## src/rtl/clause_row.sv

```systemverilog
// One SAT clause row: NUM_LITS literal slots with unit implication, conflict
// detection and undo of its own implications on backtrack to a given level.
module clause_row #(
    parameter int NUM_LITS = 8,
    parameter int LVL_W    = 4,
    parameter int IDX_W    = $clog2(NUM_LITS)
) (
    input  logic                  clk,
    input  logic                  rst,
    input  logic                  wr_i,
    input  logic [3*NUM_LITS-1:0] var_value_frombase_i,
    output logic [3*NUM_LITS-1:0] var_value_tobase_o,
    input  logic                  imp_drv_i,
    input  logic                  cclause_drv_i,
    input  logic [LVL_W-1:0]      cur_lvl_i,
    input  logic                  bkt_i,
    input  logic [LVL_W-1:0]      bkt_lvl_i,
    output logic                  clausesat_o,
    output logic [1:0]            freelitcnt_o,
    output logic                  imp_valid_o,
    output logic [IDX_W-1:0]      imp_idx_o,
    output logic                  cclause_o,
    output logic [1:0]            state_o
);
    typedef enum logic [1:0] {
        EMPTY    = 2'b00,
        WATCH    = 2'b01,
        IMPLIED  = 2'b10,
        CONFLICT = 2'b11
    } state_t;

    state_t              state, state_nx;
    logic [1:0]          lit_r [NUM_LITS];
    logic [NUM_LITS-1:0] imp_r;
    logic [LVL_W-1:0]    lvl_r [NUM_LITS];

    logic [1:0]          value [NUM_LITS];
    logic [NUM_LITS-1:0] part, sat_v, clash;
    logic [NUM_LITS-1:0] unused_bits;
    logic                one_free, many_free, any_value;
    logic [IDX_W-1:0]    free_idx;
    logic                active, any_sat, fire, conflict;

    // Per-slot decode; free_idx is only meaningful when exactly one slot is free.
    always_comb begin
        one_free  = 1'b0;
        many_free = 1'b0;
        any_value = 1'b0;
        free_idx  = '0;
        part      = '0;
        sat_v     = '0;
        clash     = '0;
        for (int k = 0; k < NUM_LITS; k++) begin
            value[k]       = var_value_frombase_i[3*k+1 +: 2];
            unused_bits[k] = var_value_frombase_i[3*k];
            part[k]        = (lit_r[k] != 2'b00);
            sat_v[k]       = part[k] && (lit_r[k] == value[k]);
            clash[k]       = part[k] && imp_r[k] && (value[k] == 2'b11);
            if (value[k] != 2'b00)
                any_value = 1'b1;
            if (part[k] && (value[k] == 2'b00)) begin
                if (one_free)
                    many_free = 1'b1;
                one_free = 1'b1;
                free_idx = IDX_W'(k);
            end
        end
    end

    assign active   = (state != EMPTY);
    assign any_sat  = |sat_v;
    assign fire     = (state == WATCH) && imp_drv_i && !any_sat && one_free && !many_free
                      && !wr_i && !bkt_i;
    assign conflict = active && ((|clash) || ((|part) && !one_free && !any_sat)
                                 || (state == CONFLICT));

    assign clausesat_o  = active && any_sat;
    assign freelitcnt_o = !active ? 2'b00 : many_free ? 2'b11 : one_free ? 2'b01 : 2'b00;
    assign imp_valid_o  = fire;
    assign imp_idx_o    = fire ? free_idx : '0;
    assign cclause_o    = conflict;
    assign state_o      = state;

    always_comb begin
        var_value_tobase_o = '0;
        if (active) begin
            for (int k = 0; k < NUM_LITS; k++) begin
                if (fire && (free_idx == IDX_W'(k)))
                    var_value_tobase_o[3*k +: 3] = {lit_r[k], 1'b1};
                else
                    var_value_tobase_o[3*k +: 3] =
                        {(part[k] && cclause_drv_i) ? 2'b11 : 2'b00, imp_r[k]};
            end
        end
    end

    // Write beats backtrack, backtrack beats implication and conflict latch.
    always_comb begin
        state_nx = state;
        if (wr_i) begin
            state_nx = any_value ? WATCH : EMPTY;
        end else if (bkt_i) begin
            state_nx = active ? WATCH : EMPTY;
        end else begin
            if (fire)
                state_nx = IMPLIED;
            if (((state == WATCH) || (state == IMPLIED)) && conflict)
                state_nx = CONFLICT;
        end
    end

    always_ff @(posedge clk or negedge rst) begin
        if (!rst)
            state <= EMPTY;
        else
            state <= state_nx;
    end

    always_ff @(posedge clk or negedge rst) begin
        if (!rst) begin
            imp_r <= '0;
            for (int k = 0; k < NUM_LITS; k++) begin
                lit_r[k] <= 2'b00;
                lvl_r[k] <= '0;
            end
        end else if (wr_i) begin
            imp_r <= '0;
            for (int k = 0; k < NUM_LITS; k++) begin
                lit_r[k] <= value[k];
                lvl_r[k] <= '0;
            end
        end else if (bkt_i) begin
            for (int k = 0; k < NUM_LITS; k++) begin
                if (lvl_r[k] > bkt_lvl_i) begin
                    imp_r[k] <= 1'b0;
                    lvl_r[k] <= '0;
                end
            end
        end else if (fire) begin
            imp_r[free_idx] <= 1'b1;
            lvl_r[free_idx] <= cur_lvl_i;
        end
    end
endmodule
```

## config.mk

```make
export PLATFORM = sky130hd
export DESIGN_NAME = clause_row
export DESIGN_NICKNAME = d
export VERILOG_FILES = /design/src/rtl/clause_row.sv
export SDC_FILE = /design/constraint.sdc
export NUM_CORES = 1
export LEC_CHECK = 0
export ABC_AREA = 1
export CAP_MARGIN = 20
export CORE_MARGIN = 2
export CORE_UTILIZATION = 60
export DETAILED_ROUTE_END_ITERATION = 10
export PLACE_DENSITY = 0.94
export SYNTH_ARGS = -nofsm -noshare
export SYNTH_HDL_FRONTEND = slang
export SYNTH_SLANG_ARGS = --single-unit
export TNS_END_PERCENT = 100
```

## constraint.sdc

```tcl
create_clock -name clk -period 5.5 [get_ports clk]
set_input_delay 0.55 -clock clk [delete_from_list [all_inputs] [get_ports clk]]
set_output_delay 0.55 -clock clk [all_outputs]
set_load 0.02 [all_outputs]
```

==> results of run 1 <==
## routing by layer
| metal | wire [um] | vias up | GRT usage [%] | part of all wire [%] |
|---|---|---|---|---|
| met5 | 0 | - | 0 | 0 |
| met4 | 576 | 0 | 15.0 | 4.5 |
| met3 | 1020 | 58 | 5.37 | 7.9 |
| met2 | 6240 | 273 | 54.2 | 48 |
| met1 | 5070 | 2295 | 37.4 | 39 |
| li1 | - | 2418 | - | - |
## power by group through the flow
stage	logic (W)	registers, W	clock network, W
6_report	0.000362	0.000469	0.000385
5_1_grt	0.000401	0.000471	0.000403
4_1_cts	0.000358	0.000468	0.000385
3_5_place_dp	0.000355	0.000476	0
3_3_place_gp	0.000342	0.000474	0
2_1_floorplan	0.000232	0.000472	0
## placed cells by master (no fill, tap or decap), types with 2 or more instances in the layout
cell type and instances:
a21oi_1 23, buf_4 2, clkinv_2 2, clkbuf_8 12, nor2_2 2, nand2_1 235, nor2_4 6, nand3_1 26
clkdlybuf4s50_1 62, dfrtp_1 58, nand4_1 47, nand3_4 2, inv_2 10, o211ai_1 5, o32ai_1 6, clkinvlp_4 2
nand2_4 4, nand3b_1 3, xnor2_1 8, ha_1 35, nor3_1 5, nand2_2 8, o21ai_0 25, nor2_1 105
nand3_2 4, inv_1 76
## layout make-up
class                   count  area, um^2
flip-flops and latches     58        1450
inverters                  87         327
multi-input cells         552        2860
fillers                   620        2090
repair buffers             65         641
well taps                 102         128
clock inverters             4        25.0
clock buffers              12         165
## through the flow
stage / cell area, um^2 / power, W / cells
2_1_floorplan: 4740 / 0.000704 / 712
3_3_place_gp: 5400 / 0.000816 / 864
3_5_place_dp: 5400 / 0.000831 / 864
4_1_cts: 5590 / 0.00121 / 880
5_1_grt: 5590 / 0.00127 / 880
6_report: 5590 / 0.00122 / 880
## sequential cells by signal, indices dropped and copies added, names as in the netlist
name	flops
imp_r	8
lit_r	16
state_o	2
lvl_r	32
## path summary, 6_finish.rpt
check | depth (start not counted) | end | slack (ps) | from
worst min register to register | 2 | lvl_r[11]$_DFFE_PN0P_ | 480 | lvl_r[11]$_DFFE_PN0P_
min in group clk | 2 | lvl_r[11]$_DFFE_PN0P_ | 480 | lvl_r[11]$_DFFE_PN0P_
max in group asynchronous | 2 | lvl_r[1]$_DFFE_PN0P_ | 4640 | rst
worst max-delay path | 14 | var_value_tobase_o[20] | 1520 | wr_i
worst min-delay path | 2 | state_o[0]$_DFFE_PN0P_ | 360 | rst
worst max register to register | 13 | lvl_r[2]$_DFFE_PN0P_ | 3000 | lit_r[0]$_DFFE_PN0P_
## cells by family (layout without fill, tap and decap cells)
family	count (synthesis)	in the layout
compound gates	62	62
xor+xnor	8	8
fa+ha+maj	35	35
buf+inv	102	168
flops	58	58
simple gates	447	447
## worst register-to-register path: stages (launching register included)
cell and delay, ps:
dfrtp_1 400, inv_1 100, nand2_2 100, nand3_2 270, nand2_2 220, inv_1 110, nand3_2 100, nand2_2 70
nor2_4 150, nand2_4 90, nand2_4 350, nand3_1 250, nand2_1 120, nand2_1 50
==> results.yml, run 1 <==
outcome:
  outcome: "completed"
synthesis:
  yosys.area.top_type: "dfrtp_1"
  synth-compound-area-share_pct: 7.42
  ys_seq_area_share_pct: 30.6
  avgSynthCellArea_um2: 6.66
  ys_types: 30
  yosysWarningCount: 0
  synth.most_common_cell: "nand2_1"
  synth-edff-count: 0
  synthXorXnorAreaFrac_pct: 1.48
  synth_top_family_by_area: "simple AND/OR/NAND/NOR gates"
  synth_top_area_share_pct: 30.6
  synthesis.instances: 712
  synth-main-ff-cell: "dfrtp_1"
  synthArstFlopShare_pct: 100
  ys_ff_latch: 58
  ys_top_cells_by_area: "dfrtp_1 (31%), nand2_1 (19%), ha_1 (9.2%), nor2_1 (8.3%), nand4_1 (6.2%)"
  synth_area_um2: 4740
  muxShareOfSynthArea_pct: 0
  synth_fa_ha_area_share_pct: 9.24
  synth_simple_gate_area_share_pct: 42.2
  synth_fp_nets: 785
  yosys-top-cells-count: "nand2_1 (235), nor2_1 (105), inv_1 (76)"
place:
  gp_congestion: 1.00
  hpwl_um: 9320
  port_buffers: 63
  post-place-ws_ps: 1550
power_and_ir_drop:
  sequentialPowerShare_pct: 38.6
  pwr-share-comb_pct: 29.8
  p_leak_nw: 2.93
  ir_drop_mv: 0.132
  p_per_area_nw_per_um2: 217
  p_switching_w: 0.000441
  p_int_w: 0.000774
  p_sw_share_pct: 36.3
  clkPwrFrac_pct: 31.7
layout:
  synthToLayoutAreaGrowth_pct: 18.0
  drive_gt1_share_pct: 7.20
  final_net_count: 846
  fin_util_pct: 72.8
  antenna_cells: 0
timing:
  setup_tns_ps: 0
  fmax_mhz: 251
  report.final.slew_viol_count: 0
  rsz0062_at_grt: "false"
  clock_skew_ps: 6.90
  max_slew.worst_pin.slew_ps: 776
  fin_hold_ws_ps: 362
  setup_violations: 0
  slew-limit-headroom_pct: 48.1
  finalCritPeriodShare_pct: 72.3
  fin_crit_ps: 3980
  finalHoldViolCount: 0
  layout_setup_ws_ps: 1520
detailed_routing:
  routed-via-count: 5044
  drt-total-wl_um: 12900
  first_pass_iters: 6
  wl_per_cell_um: 14.7
  drt_iter0_markers: 374
  ant_nets: 0
  viasPerCell: 5.73
  drc_errors: 0
cts:
  cts_tree: "done"
  postCtsHoldBufs: 0
  h-tree-depth: 3
  post_cts_resized: 0
  clock_tree.root_cell: "clkbuf_8"
  path_clk_slew_ps: 70
  postCtsSetupBuffers: 0
  clkSinkCount: 58
  cts_made_buffers: 9
  clock_path_buffers: 2
  insertion_delay_ps: 350
critical_path:
  path_cells: "clkdlybuf4s50_1, buf_4, nor2_4, inv_1, nor2_1, nand2_2, inv_1, nand2_1, nor2_4, nand2_1, nand2_1, nand2_1, nor2_1, clkdlybuf4s50_1"
  worstPathMaxFanout: 34
  cp-start-kind: "input pin"
  cp_slowest_cell: "clkdlybuf4s50_1"
  critPathRequiredTime_ps: 4950
  arrival_ps: 3430
  crit_path_frequent_cell: "nand2_1"
  cp-end-kind: "output pin"
  cp_top_family: "buffers and inverters"
  critical_path_class: "in2out"
  critPathBufInv: 5
  crit_path_max_incr_delay_ps: 610
die:
  start_util_pct: 61.7
  core.rowCount: 32
  die-width_um: 92.9
  dieArea_um2: 8630
  die_h_um: 92.9
  core_um2: 7690
  ios: 72
flow_run:
  maxCapViolCount: 0
global_route:
  grt_pass1_vias: 4719
  grt_usage_pct: 31.2
  grt_max_degree: 59
  antenna_found_initial: 0
  grt_pass1_wl_um: 21300
  overflow: 0
hold_path:
  min_path_type: "in2async"
No activity file was read; power rests on OpenSTA's default activity.
==> run 2: changes to the inputs <==
--- a/config.mk
+++ b/config.mk
@@ -8,9 +8,9 @@
 export ABC_AREA = 1
 export CAP_MARGIN = 20
 export CORE_MARGIN = 2
-export CORE_UTILIZATION = 60
+export CORE_UTILIZATION = 55
 export DETAILED_ROUTE_END_ITERATION = 10
-export PLACE_DENSITY = 0.94
+export PLACE_DENSITY = 0.88
 export SYNTH_ARGS = -nofsm -noshare
 export SYNTH_HDL_FRONTEND = slang
 export SYNTH_SLANG_ARGS = --single-unit
==> constraint.sdc (replaced) <==
create_clock -name clk -period 3.8 [get_ports clk]
set_input_delay 0.38 -clock clk [delete_from_list [all_inputs] [get_ports clk]]
set_output_delay 0.38 -clock clk [all_outputs]
set_load 0.02 [all_outputs]
==> run 2 against run 1 <==
  * Design area up 0.13%
  * Die area increased by 8.7%
  * First-iteration DRC count decreased by 25%
  * Hold slack worse by 230 ps
  * Sequential cell count did not move
  * Global-route usage shrank 3.7 points
  * Via count decreased by 3.5%
  * Sequential power grew 45%
  * Clock power grew 31%
  * Clock skew down 1.9 ps
  * Non-clock buffer count rose by 3
  * Worst setup slack got worse by 1200 ps
  * Critical path type unchanged
  * Critical endpoint is now var_value_tobase_o[10]
  * Largest cell class unchanged
==> results.yml, run 2 (synthesis results as in run 1) <==
layout:
  synthToLayoutAreaGrowth_pct: 18.2
  largestRegisters: "lvl_r x32, lit_r x16, imp_r x8"
  final_net_count: 849
  final_cell_mix: "nand2_1 (235), nor2_1 (105), inv_1 (76)"
  instances_no_fill: 886
  drive_gt1_share_pct: 7.43
  top_register: "lvl_r"
  antenna_cells: 0
  layout_commonest_cell: "nand2_1"
  largest_reg_flops: 32
cts:
  clock_path_buffers: 2
  postCtsSetupBuffers: 0
  postCtsHoldBufs: 0
  insertion_delay_ps: 340
  cts_made_buffers: 9
  h-tree-depth: 3
  post_cts_resized: 0
  clock_tree.root_cell: "clkbuf_8"
  clkSinkCount: 58
  path_clk_slew_ps: 70
  cts_tree: "done"
critical_path:
  critPathRequiredTime_ps: 3420
  cp-end-kind: "output pin"
  path_cells: "clkdlybuf4s50_1, inv_1, nand3_1, nand2_1, nand2_1, nand2_1, inv_1, nand2_1, nor2_1, nand2_1, nor2_4, nand2_1, nand2_1, nand2_1, nor2_1, clkdlybuf4s50_1"
  critical_path_class: "in2out"
  crit_path_frequent_cell: "nand2_1"
  cp_top_family: "buffers and inverters"
  cp-start-kind: "input pin"
  worstPathMaxFanout: 9
  arrival_ps: 3100
  cp_slowest_cell: "clkdlybuf4s50_1"
  crit_path_max_incr_delay_ps: 630
  critPathBufInv: 4
die:
  die-width_um: 96.8
  core.rowCount: 33
  dieArea_um2: 9380
  ios: 72
  die_h_um: 96.8
  core_um2: 8300
  start_util_pct: 57.1
power_and_ir_drop:
  p_leak_nw: 2.94
  p_per_area_nw_per_um2: 305
  p_total_w: 0.00171
  ir_drop_mv: 0.192
place:
  gp_congestion: 0.931
  port_buffers: 63
  hpwl_um: 9770
  dp.cells: 870
outcome:
  outcome: "completed"
timing:
  clock_skew_ps: 4.96
  slew-limit-headroom_pct: 45.9
  finalCritPeriodShare_pct: 91.6
  finalHoldViolCount: 0
  fin_crit_ps: 3480
  max_slew.worst_pin.slew_ps: 811
  fin_hold_ws_ps: 130
  setup_violations: 0
  report.final.slew_viol_count: 0
  setup_tns_ps: 0
  rsz0062_at_grt: "false"
  fmax_mhz: 287
detailed_routing:
  viasPerCell: 5.49
  first_pass_iters: 5
  drt-total-wl_um: 12800
  drc_errors: 0
  routed-via-count: 4866
  ant_nets: 0
  wl_per_cell_um: 14.4
  drt_iter0_markers: 279
global_route:
  grt_max_degree: 48
  overflow: 0
  grt_usage_pct: 27.6
  grt_pass1_vias: 4662
  antenna_found_initial: 0
  grt_pass1_wl_um: 21200
hold_path:
  min_path_type: "in2async"
flow_run:
  maxCapViolCount: 0
run 2: cell count changes in the layout (fill, tap and decap cells not counted):
| cell | delta |
|---|---|
| clkbuf_1 | +1 |
| clkinv_2 | +1 |
| buf_4 | +3 |
| clkbuf_8 | -2 |
run 2: final cells by class:
type                       count  area [um^2]
multi-input combinational    552         2860
fill                         730         2700
clock buffer                  11          141
inverter                      87          327
sequential                    58         1450
tap                          105          131
timing repair buffer          68          663
clock inverter                 5         30.0
run 2: path summary, 6_finish.rpt:
check / start / endpoint / slack, ps / depth (start not counted)
setup / recovery: var_value_frombase_i[19] / var_value_tobase_o[10] / 320 / 16
hold / removal: rst / lit_r[9]$_DFFE_PN0P_ / 130 / 1
setup reg to reg: lit_r[4]$_DFFE_PN0P_ / lvl_r[2]$_DFFE_PN0P_ / 1450 / 14
hold reg to reg: lvl_r[20]$_DFFE_PN0P_ / lvl_r[20]$_DFFE_PN0P_ / 470 / 2
max in group asynchronous: rst / lvl_r[27]$_DFFE_PN0P_ / 2850 / 2
min in group clk: lvl_r[20]$_DFFE_PN0P_ / lvl_r[20]$_DFFE_PN0P_ / 470 / 2
run 2: where the power goes:
part           total (W)  leakage (nW)  internal, W  switching (W)
Clock           0.000506        0.0851     0.000251       0.000255
Combinational   0.000522          2.08     0.000190       0.000332
Sequential      0.000678         0.775     0.000646      0.0000322
Total            0.00171          2.94      0.00109       0.000620
run 2: metal layers:
| metal | track usage [%] | share of wire (%) | vias to the layer above |
|---|---|---|---|
| met5 | 0 | 0 | - |
| met4 | 12.0 | 3.1 | 0 |
| met3 | 4.26 | 6.6 | 36 |
| met2 | 51.1 | 51 | 192 |
| met1 | 31.0 | 40 | 2199 |
| li1 | - | - | 2439 |
run 2: stage by stage:
stage               util (%)  worst slack (ps)  instance area, um^2
finish                  67.5               318                 5600
floorplan                  -              1500                 4740
global placement        65.4               439                 5430
global route            67.5               115                 5600
detailed placement      65.4               365                 5430
CTS                     67.5               345                 5600
